$ cat src/rtl/pin_entry_collector_pkg.sv
// rtl/pin_entry_collector_pkg.sv - shared key codes, state encoding and helpers for the PIN collector
package pin_entry_collector_pkg;

  localparam int DIGITS = 4;

  localparam logic [3:0] KEY_CLEAR = 4'hA;
  localparam logic [3:0] KEY_ENTER = 4'hB;

  typedef enum logic [1:0] {
    PE_IDLE    = 2'd0,
    PE_COLLECT = 2'd1,
    PE_PRESENT = 2'd2
  } pe_state_t;

  function automatic logic is_digit(input logic [3:0] key);
    return key <= 4'd9;
  endfunction

endpackage

$ cat src/rtl/pin_entry_collector_if.sv
// rtl/pin_entry_collector_if.sv - keystroke input and PIN output bundle between keypad and gate controller
interface pin_entry_collector_if;

  logic        key_valid;
  logic [3:0]  key_code;
  logic [15:0] code;
  logic        code_ack;

  modport master (output key_valid, output key_code, input code, input code_ack);
  modport slave  (input key_valid, input key_code, output code, output code_ack);

endinterface

$ cat src/rtl/pin_idle_timer.sv
// rtl/pin_idle_timer.sv - clearable up-counter; o_tc fires on the edge the count would reach TERMINAL
module pin_idle_timer #(
  parameter int TIMER_W  = 16,
  parameter int TERMINAL = 1000
) (
  input  logic i_clk,
  input  logic i_rst,
  input  logic i_clear,
  input  logic i_count_en,
  output logic o_tc
);

  localparam logic [TIMER_W-1:0] TC = TIMER_W'(TERMINAL);

  logic [TIMER_W-1:0] r_count;
  logic [TIMER_W-1:0] w_count_inc;

  assign w_count_inc = r_count + TIMER_W'(1);
  // Terminal count wraps to zero so the owner never has to clear it separately.
  assign o_tc        = i_count_en && (w_count_inc == TC);

  always_ff @(posedge i_clk) begin
    if (i_rst || i_clear || o_tc) begin
      r_count <= '0;
    end else if (i_count_en) begin
      r_count <= w_count_inc;
    end
  end

endmodule

$ cat src/rtl/pin_entry_collector.sv
// rtl/pin_entry_collector.sv - collects four BCD keystrokes into a 16-bit PIN and presents it with a fixed-length ack
module pin_entry_collector
  import pin_entry_collector_pkg::*;
#(
  parameter int ACK_CYCLES     = 4,
  parameter int TIMEOUT_CYCLES = 1000,
  parameter int TIMER_W        = 16
) (
  input  logic                        i_clk,
  input  logic                        i_rst,
  input  logic                        i_enable,
  pin_entry_collector_if.slave        bus,
  output logic                        o_entry_error,
  output logic [2:0]                  o_digit_count
);

  pe_state_t   r_state, w_state_nxt;
  logic [15:0] r_buffer, w_buffer_nxt;
  logic [15:0] r_code, w_code_nxt;
  logic [2:0]  r_count, w_count_nxt;
  logic        r_ack, w_ack_nxt;
  logic        r_err, w_err_nxt;

  logic w_is_digit, w_is_clear, w_is_enter, w_key_accept;
  logic w_idle_clear, w_idle_en, w_idle_tc;
  logic w_ack_en, w_ack_tc;

  assign w_is_digit   = bus.key_valid && is_digit(bus.key_code);
  assign w_is_clear   = bus.key_valid && (bus.key_code == KEY_CLEAR);
  assign w_is_enter   = bus.key_valid && (bus.key_code == KEY_ENTER);
  assign w_key_accept = w_is_digit || w_is_clear || w_is_enter;

  // Codes C-F neither reset nor pause the idle timer.
  assign w_idle_en    = (r_state == PE_COLLECT) && i_enable && (r_count != 3'd0) && !w_key_accept;
  assign w_idle_clear = (r_state != PE_COLLECT) || !i_enable || (r_count == 3'd0) || w_key_accept;
  assign w_ack_en     = (r_state == PE_PRESENT);

  pin_idle_timer #(.TIMER_W(TIMER_W), .TERMINAL(TIMEOUT_CYCLES)) u_idle_timer (
    .i_clk      (i_clk),
    .i_rst      (i_rst),
    .i_clear    (w_idle_clear),
    .i_count_en (w_idle_en),
    .o_tc       (w_idle_tc)
  );

  pin_idle_timer #(.TIMER_W(TIMER_W), .TERMINAL(ACK_CYCLES)) u_ack_timer (
    .i_clk      (i_clk),
    .i_rst      (i_rst),
    .i_clear    (!w_ack_en),
    .i_count_en (w_ack_en),
    .o_tc       (w_ack_tc)
  );

  always_comb begin
    w_state_nxt  = r_state;
    w_buffer_nxt = r_buffer;
    w_count_nxt  = r_count;
    w_code_nxt   = r_code;
    w_ack_nxt    = 1'b0;
    w_err_nxt    = 1'b0;
    case (r_state)
      PE_IDLE: begin
        if (i_enable) begin
          w_state_nxt  = PE_COLLECT;
          w_buffer_nxt = '0;
          w_count_nxt  = '0;
        end
      end
      PE_COLLECT: begin
        if (!i_enable) begin
          w_state_nxt  = PE_IDLE;
          w_buffer_nxt = '0;
          w_count_nxt  = '0;
        end else if (w_is_digit) begin
          if (r_count < 3'(DIGITS)) begin
            w_buffer_nxt = {r_buffer[11:0], bus.key_code};
            w_count_nxt  = r_count + 3'd1;
          end
        end else if (w_is_clear) begin
          w_buffer_nxt = '0;
          w_count_nxt  = '0;
        end else if (w_is_enter) begin
          if (r_count == 3'(DIGITS)) begin
            w_code_nxt  = r_buffer;
            w_ack_nxt   = 1'b1;
            w_state_nxt = PE_PRESENT;
          end else begin
            w_err_nxt    = 1'b1;
            w_buffer_nxt = '0;
            w_count_nxt  = '0;
          end
        end else if (w_idle_tc) begin
          w_err_nxt    = 1'b1;
          w_buffer_nxt = '0;
          w_count_nxt  = '0;
        end
      end
      PE_PRESENT: begin
        if (!i_enable || w_ack_tc) begin
          w_state_nxt  = i_enable ? PE_COLLECT : PE_IDLE;
          w_buffer_nxt = '0;
          w_count_nxt  = '0;
        end else begin
          w_ack_nxt = 1'b1;
        end
      end
      default: begin
        w_state_nxt  = PE_IDLE;
        w_buffer_nxt = '0;
        w_count_nxt  = '0;
      end
    endcase
  end

  always_ff @(posedge i_clk) begin
    if (i_rst) begin
      r_state  <= PE_IDLE;
      r_buffer <= '0;
      r_count  <= '0;
      r_code   <= '0;
      r_ack    <= 1'b0;
      r_err    <= 1'b0;
    end else begin
      r_state  <= w_state_nxt;
      r_buffer <= w_buffer_nxt;
      r_count  <= w_count_nxt;
      r_code   <= w_code_nxt;
      r_ack    <= w_ack_nxt;
      r_err    <= w_err_nxt;
    end
  end

  assign bus.code      = r_code;
  assign bus.code_ack  = r_ack;
  assign o_entry_error = r_err;
  assign o_digit_count = r_count;

endmodule
$ cat src/flat_wrapper.sv
// flat-port wrapper written by rule: the top's interface ports become plain ports
module pin_entry_collector_flat import pin_entry_collector_pkg::*;
#(
  parameter int ACK_CYCLES     = 4,
  parameter int TIMEOUT_CYCLES = 1000,
  parameter int TIMER_W        = 16
)
  (i_clk, i_rst, i_enable, o_entry_error, o_digit_count, bus_key_valid, bus_key_code, bus_code, bus_code_ack);
  pin_entry_collector_if bus_i ();
  input  logic i_clk;
  input  logic i_rst;
  input  logic i_enable;
  output logic o_entry_error;
  output logic [2:0] o_digit_count;
  input wire logic [$bits(bus_i.key_valid)-1:0] bus_key_valid;
  input wire logic [$bits(bus_i.key_code)-1:0] bus_key_code;
  output wire logic [$bits(bus_i.code)-1:0] bus_code;
  output wire logic [$bits(bus_i.code_ack)-1:0] bus_code_ack;
  assign bus_i.key_valid = bus_key_valid;
  assign bus_i.key_code = bus_key_code;
  assign bus_code = bus_i.code;
  assign bus_code_ack = bus_i.code_ack;
  pin_entry_collector #(.ACK_CYCLES(ACK_CYCLES), .TIMEOUT_CYCLES(TIMEOUT_CYCLES), .TIMER_W(TIMER_W)) u_core (.i_clk(i_clk), .i_rst(i_rst), .i_enable(i_enable), .bus(bus_i), .o_entry_error(o_entry_error), .o_digit_count(o_digit_count));
endmodule
$ cat config.mk
export PLATFORM = sky130hd
export DESIGN_NAME = pin_entry_collector_flat
export DESIGN_NICKNAME = d
export VERILOG_FILES = /design/src/rtl/pin_entry_collector_pkg.sv /design/src/rtl/pin_entry_collector_if.sv /design/src/rtl/pin_idle_timer.sv /design/src/rtl/pin_entry_collector.sv /design/src/flat_wrapper.sv
export SDC_FILE = /design/constraint.sdc
export NUM_CORES = 1
export LEC_CHECK = 0
export CORE_MARGIN = 2
export CORE_UTILIZATION = 50
export DETAILED_ROUTE_END_ITERATION = 6
export PLACE_DENSITY = 0.79
export SETUP_SLACK_MARGIN = 0.05
export SLEW_MARGIN = 15
export SYNTH_ARGS = -nofsm -noshare
export SYNTH_HDL_FRONTEND = slang
export SYNTH_SLANG_ARGS = --single-unit
$ cat constraint.sdc
create_clock -name i_clk -period 3.99 [get_ports i_clk]
set_clock_uncertainty 0.1 [all_clocks]
set_input_delay 0.5985 -clock i_clk [delete_from_list [all_inputs] [get_ports i_clk]]
set_output_delay 0.5985 -clock i_clk [all_outputs]
set_load 0.02 [all_outputs]
# After elaboration in Yosys (flattened, before gate mapping)
# Cells that the tools add are included.
dict set report op_classes {
  reduce_logical 28
  muxes 39
  add_sub_neg 3
  eq_ne 17
  bitwise 4
  magnitude_cmp 2
}
# operator count
set ops {}
lappend ops {{two-way mux 16 bit} 9}
lappend ops {{case mux 16 bit (3 select lines)} 1}
lappend ops {{adder 16 x 1 -> 16 bit, second input constant} 2}
lappend ops {{two-way mux 3 bit} 9}
lappend ops {{== test 16 x 10 -> 1 bit, second input constant} 1}
lappend ops {{== test 16 x 3 -> 1 bit, second input constant} 1}
lappend ops {{two-way mux 2 bit} 7}
lappend ops {{AND reduction 6 bit} 2}
lappend ops {{logical OR 1 bit} 10}
lappend ops {{two-way mux 1 bit} 10}
lappend ops {{inequality test 3 bit, second input constant} 3}
lappend ops {{case mux 3 bit (3 select lines)} 1}
lappend ops {{== test 4 bit, second input constant} 2}
lappend ops {{logical AND 1 bit} 8}
lappend ops {{inequality test 6 x 3 -> 1 bit, second input constant} 1}
lappend ops {{inequality test 6 x 4 -> 1 bit, second input constant} 1}
lappend ops {{case mux 2 bit (3 select lines)} 1}
lappend ops {{AND reduction 5 bit} 1}
lappend ops {{OR reduction 5 bit} 1}
lappend ops {{<= comparator 4 bit, second input constant} 1}
lappend ops {{inequality test 2 x 1 -> 1 bit, second input constant} 2}
lappend ops {{inequality test 4 bit, second input constant} 1}
lappend ops {{inverter 1 bit} 4}
lappend ops {{adder 3 x 1 -> 3 bit, second input constant} 1}
lappend ops {{11 further kinds} 13}
dict set report totals {
  in_bits 8
  out_inout_bits 21
  word_cells 101
  regBits 71
}

# Depth between registers and ports, before layout
# Gate-level depths: netlist of the first run.
dict set report depth {
  word_depth 13
  mapped_depth 12
  depth_no_buf 10
}

# Cells and area by module
# From an unflattened synthesis of the first run, not the netlist that was laid out.
dict set report hier_totals {
  hier_cells 432
  hier_area_um2 3777.4
}
# mod n_inst cells_per_inst seq_area_each_um2 area_each_um2
set modules_own_cells {}
lappend modules_own_cells {pin_entry_collector 1 190 780.7 1803.0}
lappend modules_own_cells {{pin_idle_timer at u_core.u_idle_timer} 1 129 320.3 1062.3}
lappend modules_own_cells {{pin_idle_timer at u_core.u_ack_timer} 1 113 320.3 912.1}

# Worst setup path before layout of the first run
# Ideal clock, no wire load.
dict set report synth_path {
  path_kind {reg2reg}
  from {reg u_core.r_count[0], in the netlist u_core.o_digit_count[0]}
  to {reg u_core.r_buffer[10]}
  slack_ns 0.959
  path_buffers 1
  setup_ns 0.132
  required_time_ns 3.758
  stages_incl_launch_ff 11
  period_less_slack_ns 3.031
  t_arrival_ns 2.799
  cell_sequence {dfxtp_1 inv_1 ha_1 a221o_1 or4_1 nor4_2 a21o_1 nand4_1 clkbuf_1 o21ai_0 a21oi_1}
}
dict set report synth_between {
  elab_chain_cells 6
  elab_cells_between_ends 10
  classes_between {order compare (1); eq/ne (4); reduce/logical (5)}
}
# element line_no
set synth_rtl {}
lappend synth_rtl {{start, declared} pin_entry_collector.sv:20} ;# logic [2:0] r_count, w_count_nxt;
lappend synth_rtl {{start signal, assigned} pin_entry_collector.sv:126} ;# r_count <= w_count_nxt;
lappend synth_rtl {{nonzero test 3 bit} pin_entry_collector.sv:34} ;# assign w_idle_en = (r_state == PE_COLLECT) && i_enable && (r_count != 3'd0) && !w_key_accept;
lappend synth_rtl {{logical AND 1 bit (2 in series)} pin_entry_collector.sv:34}
lappend synth_rtl {{logical AND 1 bit} pin_idle_timer.sv:20} ;# assign o_tc = i_count_en && (w_count_inc == TC);
lappend synth_rtl {{inequality test 6 x 3 -> 1 bit (no source line)} -}
lappend synth_rtl {{AND reduction 5 bit (no source line) (*)} -}
lappend synth_rtl {{end signal, assigned} pin_entry_collector.sv:125} ;# r_buffer <= w_buffer_nxt;
lappend synth_rtl {{end, declared} pin_entry_collector.sv:18} ;# logic [15:0] r_buffer, w_buffer_nxt;
# Every way passes the cells marked *; elsewhere a longest branch is shown, timed or not.
# A chain may end at the register's enable or synchronous reset.

# Worst setup path in the final report of the first run
dict set report layout_path {
  from {in i_enable}
  to {reg u_core.r_buffer[10]}
}
dict set report layout_between {
  elab_chain_cells 6
  elab_cells_between_ends 14
  classes_between {eq/ne (5); mux (2); reduce/logical (7)}
}
# element line_no
set layout_rtl {}
lappend layout_rtl {{start, declared} flat_wrapper.sv:12} ;# input logic i_enable;
lappend layout_rtl {{logical AND 1 bit (3 in series)} pin_entry_collector.sv:34}
lappend layout_rtl {{logical AND 1 bit} pin_idle_timer.sv:20}
lappend layout_rtl {{inequality test 6 x 3 -> 1 bit (no source line)} -}
lappend layout_rtl {{AND reduction 5 bit (no source line)} -}
# Parallel ways exist; a longest one is shown, timed or not.

==> flow_metrics.tcl, run 1 <==
set metrics [dict create \
    pin_count 29 \
    synth_warnings 0 \
    critPathRequiredTime_ns 4.16 \
    vias_per_cell 5.71 \
    hpwl_um 5150 \
    antennaDiodeCount 0 \
    cp_data_arrival_time_ns 3.47 \
    die_area_um2 7600 \
    start_kind "primary input" \
    cellPowerDensity_nw_per_um2 327 \
    ys_seq_area_frac 0.411 \
    multiInputGateArea_um2 1870 \
    endpoint_kind "register" \
    layout_worst_path_cycle_share 0.828 \
    grt_pass1_vias 2793 \
    status "complete, no violations" \
    cts_tree "done" \
    leakage_nw 1.24 \
    synthArstFlopShare 0 \
    nFillCells 630 \
    drtIter0Drc 199 \
    cts_buffers 9 \
    syn_area_um2 3460 \
    path_clk_slew_ns 0.08 \
    fin_setup_tns_ns 0 \
    hold_buffers 0 \
    fmax_mhz 303 \
    grt_pass1_wl_um 12700 \
    insertion_delay_ns 0.35 \
    critPathMaxFanout 19 \
    finalWirelength_um 7480 \
    rsz0062_at_grt "no" \
    hold_class "reg -> reg" \
    synth_edf_count 0 \
    htreeDepth 3 \
    vias 3038 \
    wl_per_cell_um 14.1 \
    stdcell_count 532 \
    drc_errors 0 \
    worstMarginPinSlew_ns 0.534 \
    root_buffer "clkbuf_8" \
    initial_core_util 0.512 \
    synth.distinct_cells 44 \
    hold_depth 2 \
    synthToLayoutAreaGrowth_pct 13.6 \
    ys.flop_type "dfxtp_1" \
    regArea_um2 1420 \
    drive_gt1_frac 0.0619 \
    synth_nets 448 \
    clk_path_buf_depth 2 \
    nets 465 \
    drv_slew 0 \
    dr.pass1.iters 4 \
    groute.usage.overall 0.210 \
    postCtsResizedCells 0 \
    globalRouteOverflowTotal 0 \
    antenna_found_initial 0 \
    final_antenna_net_count 0 \
    grt_max_degree 37 \
    ys_ff_latch 71 \
    synthCells 430 \
    max-slew-margin-rel 0.640 \
    max_cap_violations 0 \
    cts_setup_buffers 0 \
    setup_viol 0 \
    rows 30 \
    die_h_um 87.2 \
    core_area_um2 6760 \
    worstSetupPathType "in -> reg" \
    ir_drop_v 0.000214 \
    cts_sinks 71 \
    r2r_cells 10 \
    gp_congestion 0.816 \
    numPortBuffers 28 \
    dp.cells 516 \
    die_x_um 87.2 \
    finalCriticalPeriod_ns 3.30 \
    hold_violations 0 \
    avgSynthCellArea_um2 8.04 \
]
==> path summary, 6_finish.rpt <==
check	from	endpoint	slack (ns)
max reg2reg	u_core.o_digit_count[0]$_SDFFE_PP0P_	u_core.r_buffer[10]$_SDFFE_PP0P_	0.87
min reg2reg	u_core.bus.code[4]$_SDFFE_PP0P_	u_core.bus.code[4]$_SDFFE_PP0P_	0.36
min	u_core.bus.code[4]$_SDFFE_PP0P_	u_core.bus.code[4]$_SDFFE_PP0P_	0.36
max	i_enable	u_core.r_buffer[10]$_SDFFE_PP0P_	0.69
==> layer usage <==
layer / global-route usage / up-vias / share of wire
met4: 0.0769 / 0 / 0.0053
met5: 0 / - / 0
met2: 0.337 / 52 / 0.48
met3: 0.0455 / 4 / 0.040
li1: - / 1536 / -
met1: 0.278 / 1446 / 0.48
==> sequential cells by signal, indices dropped and copies added, names as in the netlist <==
register                     cells
u_core.r_buffer                 16
u_core.bus.code_ack              1
u_core.u_idle_timer.r_count     16
u_core.o_digit_count             3
u_core.o_entry_error             1
u_core.bus.code                 16
u_core.u_ack_timer.r_count      16
u_core.r_state                   2
==> power by group <==
group | switching [mW] | internal [mW] | leakage (nW)
clock | 0.269 | 0.242 | 0.0853
sequential | 0.00215 | 0.710 | 0.572
combinational | 0.0383 | 0.0218 | 0.584
==> worst max-delay path, cell delays in order <==
cell and delay, ns:
clkdlybuf4s50_1 0.56, nand2_1 0.11, a221o_1 0.39, or4_1 0.58
nor4_2 0.31, a21o_1 0.17, and4_1 0.20, buf_4 0.23
nand4_1 0.13, a21oi_1 0.18
==> synthesized netlist by cell type, types with 9 or more instances <==
cell       n  area share
nand3_1   16       0.023
a21oi_1   46       0.067
nor2_1    42       0.046
nand2_1   54       0.059
dfxtp_1   71        0.41
nand4_1   28       0.051
inv_1      9      0.0098
clkbuf_1  18       0.020
o21ai_0   25       0.036
xnor2_1   16       0.041
ha_1      10       0.036
nor3_1    10       0.014
xor2_1    15       0.038
==> cell usage in the layout, fill, tap and decap left out, types with 2 or more instances in the layout <==
master and count:
dfxtp_1 71, nand2_1 54, a21oi_1 46, nor2_1 42, nand4_1 28, clkdlybuf4s50_1 28, o21ai_0 25, xnor2_1 16
nand3_1 16, xor2_1 15, nor3_1 10, ha_1 10, clkbuf_8 10, inv_1 9, and3_1 6, nand2b_1 6
buf_4 6, or3_1 4, a31oi_1 4, nor4_1 4, a21o_1 4, mux2i_1 3, and4_1 3, nand4b_1 3
nor4_2 2, o31a_1 2, nor2b_1 2, and2_1 2, clkinv_2 2, clkinvlp_4 2
==> stage by stage <==
stage	hold WS, ns	power [mW]	cell area, µm²	utilization	worst slack [ns]
6_report	0.358	1.28	3930	0.581	0.686
5_1_grt	0.379	1.33	3930	0.581	0.484
4_1_cts	0.358	1.29	3930	0.581	0.739
3_5_place_dp	0.347	0.788	3750	0.555	0.392
3_3_place_gp	0.342	0.787	3750	0.555	0.478
2_1_floorplan	0.328	0.770	3460	-	0.959
==> cell type report <==
cell class                 instances  area share
clock buffer                      11      0.0360
sequential                        71       0.362
clock inverter                     5     0.00860
inverter                          10     0.00956
multi-input combinational        321       0.476
tap                               80      0.0255
timing repair buffer              34      0.0828
==> kinds of logic after synthesis <==
| kind of cell | count (synthesis) | synth area share |
|---|---|---|
| AOI/OAI and AO/OA | 89 | 0.145 |
| xor gates and xnor gates | 31 | 0.0785 |
| adders and majority gates | 10 | 0.0362 |
| buffers and inverters | 38 | 0.0485 |
| DFF | 71 | 0.411 |
| muxes | 3 | 0.00869 |
| and+or+nand+nor | 188 | 0.272 |
(Power assumes the default switching activity.)
==> run 2, diff against run 1 <==
- clock period: 3.99 -> 3.07 ns (I/O delays scaled with it)
==> run 2 against run 1 <==
Net effect:
- global-route usage rose by 0.13 points
- power rose by 38%
- core utilization rose by 2.6 points
- first-iteration DRC count fell by 22%
- combinational power rose by 51%
- sequential share of layout area fell by 1.4 points
- routed wire length rose by 0.17%
- critical path depth did not move
- clock power rose by 48%
==> flow_metrics.tcl, run 2 (synthesis results as in run 1) <==
set metrics [dict create \
    status "complete, no violations" \
    max_cap_violations 0 \
    holdWs_ns 0.357 \
    worstMarginPinSlew_ns 0.544 \
    final_cell_mix "dfxtp_1, nand2_1, a21oi_1" \
    rsz0062_at_grt "no" \
    rows 30 \
    hpwl_um 5070 \
    cellPowerDensity_nw_per_um2 432 \
    cts_buffers 9 \
    final_antenna_net_count 0 \
    leakage_nw 1.35 \
    finalWirelength_um 7500 \
    endpoint_kind "register" \
    core_area_um2 6760 \
    gp_congestion 0.869 \
    placed_area_um2 3850 \
    root_buffer "clkbuf_8" \
    globalRouteOverflowTotal 0 \
    path_clk_slew_ns 0.08 \
    vias 3083 \
    pre_cts_ws_ns -0.112 \
    hold_class "reg -> reg" \
    insertion_delay_ns 0.35 \
    antenna_found_initial 0 \
    synthToLayoutAreaGrowth_pct 18.6 \
    vias_per_cell 5.65 \
    max-slew-margin-rel 0.637 \
    worstSetupPathType "reg -> reg" \
    pin_count 29 \
    fmax_mhz 362 \
    groute.usage.overall 0.211 \
    die_h_um 87.2 \
    totalPowerFinal_mw 1.77 \
    drc_errors 0 \
    antennaDiodeCount 0 \
    dr.pass1.iters 4 \
    finalCriticalPeriod_ns 2.76 \
    initial_core_util 0.512 \
    htreeDepth 3 \
    die_area_um2 7600 \
    drtIter0Drc 155 \
    cts_tree "done" \
    wl_per_cell_um 13.7 \
    drv_slew 0 \
    die_x_um 87.2 \
    fin_ws_ns 0.308 \
    fin_area_um2 4100 \
    setup_viol 0 \
    grt_pass1_wl_um 12800 \
    cts_sinks 71 \
    nets 479 \
    grt_max_degree 43 \
    hold_violations 0 \
    grt_pass1_vias 2810 \
    clk_path_buf_depth 2 \
    stdcell_count 546 \
    critPathRequiredTime_ns 3.24 \
    numPortBuffers 28 \
    drive_gt1_frac 0.103 \
    critPathMaxFanout 19 \
    ir_drop_v 0.000221 \
    final_common_cell "dfxtp_1" \
    layout_worst_path_cycle_share 0.900 \
    start_kind "register" \
    cp_data_arrival_time_ns 2.93 \
    dp.cells 527 \
]
==> run 2: area by class of cell <==
type                    count  area, µm²
fillers                   598       2660
flip-flops and latches     71       1430
well taps                  80        100
repair buffers             48        443
clock buffers              10        128
clock inverters             6       70.1
inverters                  10       37.5
multi-input cells         321       1900
==> run 2: through the flow <==
stage               setup TNS (ns)  utilization
global route                     0        0.607
global placement            -0.856        0.570
floorplan                        0            -
CTS                              0        0.599
finish                           0        0.607
detailed placement           -1.72        0.570
==> run 2: path summary, 6_finish.rpt <==
check,end,slack (ns),cells past startpoint,from
setup / recovery,u_core.o_digit_count[1]$_SDFFE_PP0P_,0.31,10,u_core.u_idle_timer.r_count[0]$_SDFFE_PP0P_
hold / removal,u_core.bus.code[15]$_SDFFE_PP0P_,0.36,2,u_core.r_buffer[15]$_SDFFE_PP0P_
hold reg to reg,u_core.bus.code[15]$_SDFFE_PP0P_,0.36,2,u_core.r_buffer[15]$_SDFFE_PP0P_
setup reg to reg,u_core.o_digit_count[1]$_SDFFE_PP0P_,0.31,10,u_core.u_idle_timer.r_count[0]$_SDFFE_PP0P_
==> run 2: what timing repair did <==
item,4_1_cts,5_1_grt
setup buffers,0,3
hold buffers,0,0
setup endpoints to repair,0,19
resized for setup,0,7
==> run 2: where the power goes <==
group	internal (mW)	total [mW]	switching, mW
combinational	0.0379	0.0907	0.0529
clock	0.380	0.757	0.378
sequential	0.923	0.926	0.00287
total	1.34	1.77	0.433
==> run 2: critical path: stages (launching register included) <==
cell	delay, ns
dfxtp_1	0.55
ha_1	0.36
a21bo_2	0.27
o21ai_0	0.16
a21oi_1	0.13
nor4_4	0.29
a21o_1	0.17
and4_1	0.24
buf_12	0.16
nand4_1	0.10
a21oi_1	0.15
==> run 2: metal layers <==
layer  vias to the layer above  part of all wire  GRT usage  wire [µm]
met2                        71              0.45      0.305       3380
met3                        14             0.042     0.0408        317
li1                       1564                 -          -          -
met4                         0             0.021      0.112        159
met1                      1434              0.49      0.298       3640
met5                         -                 0          0          0
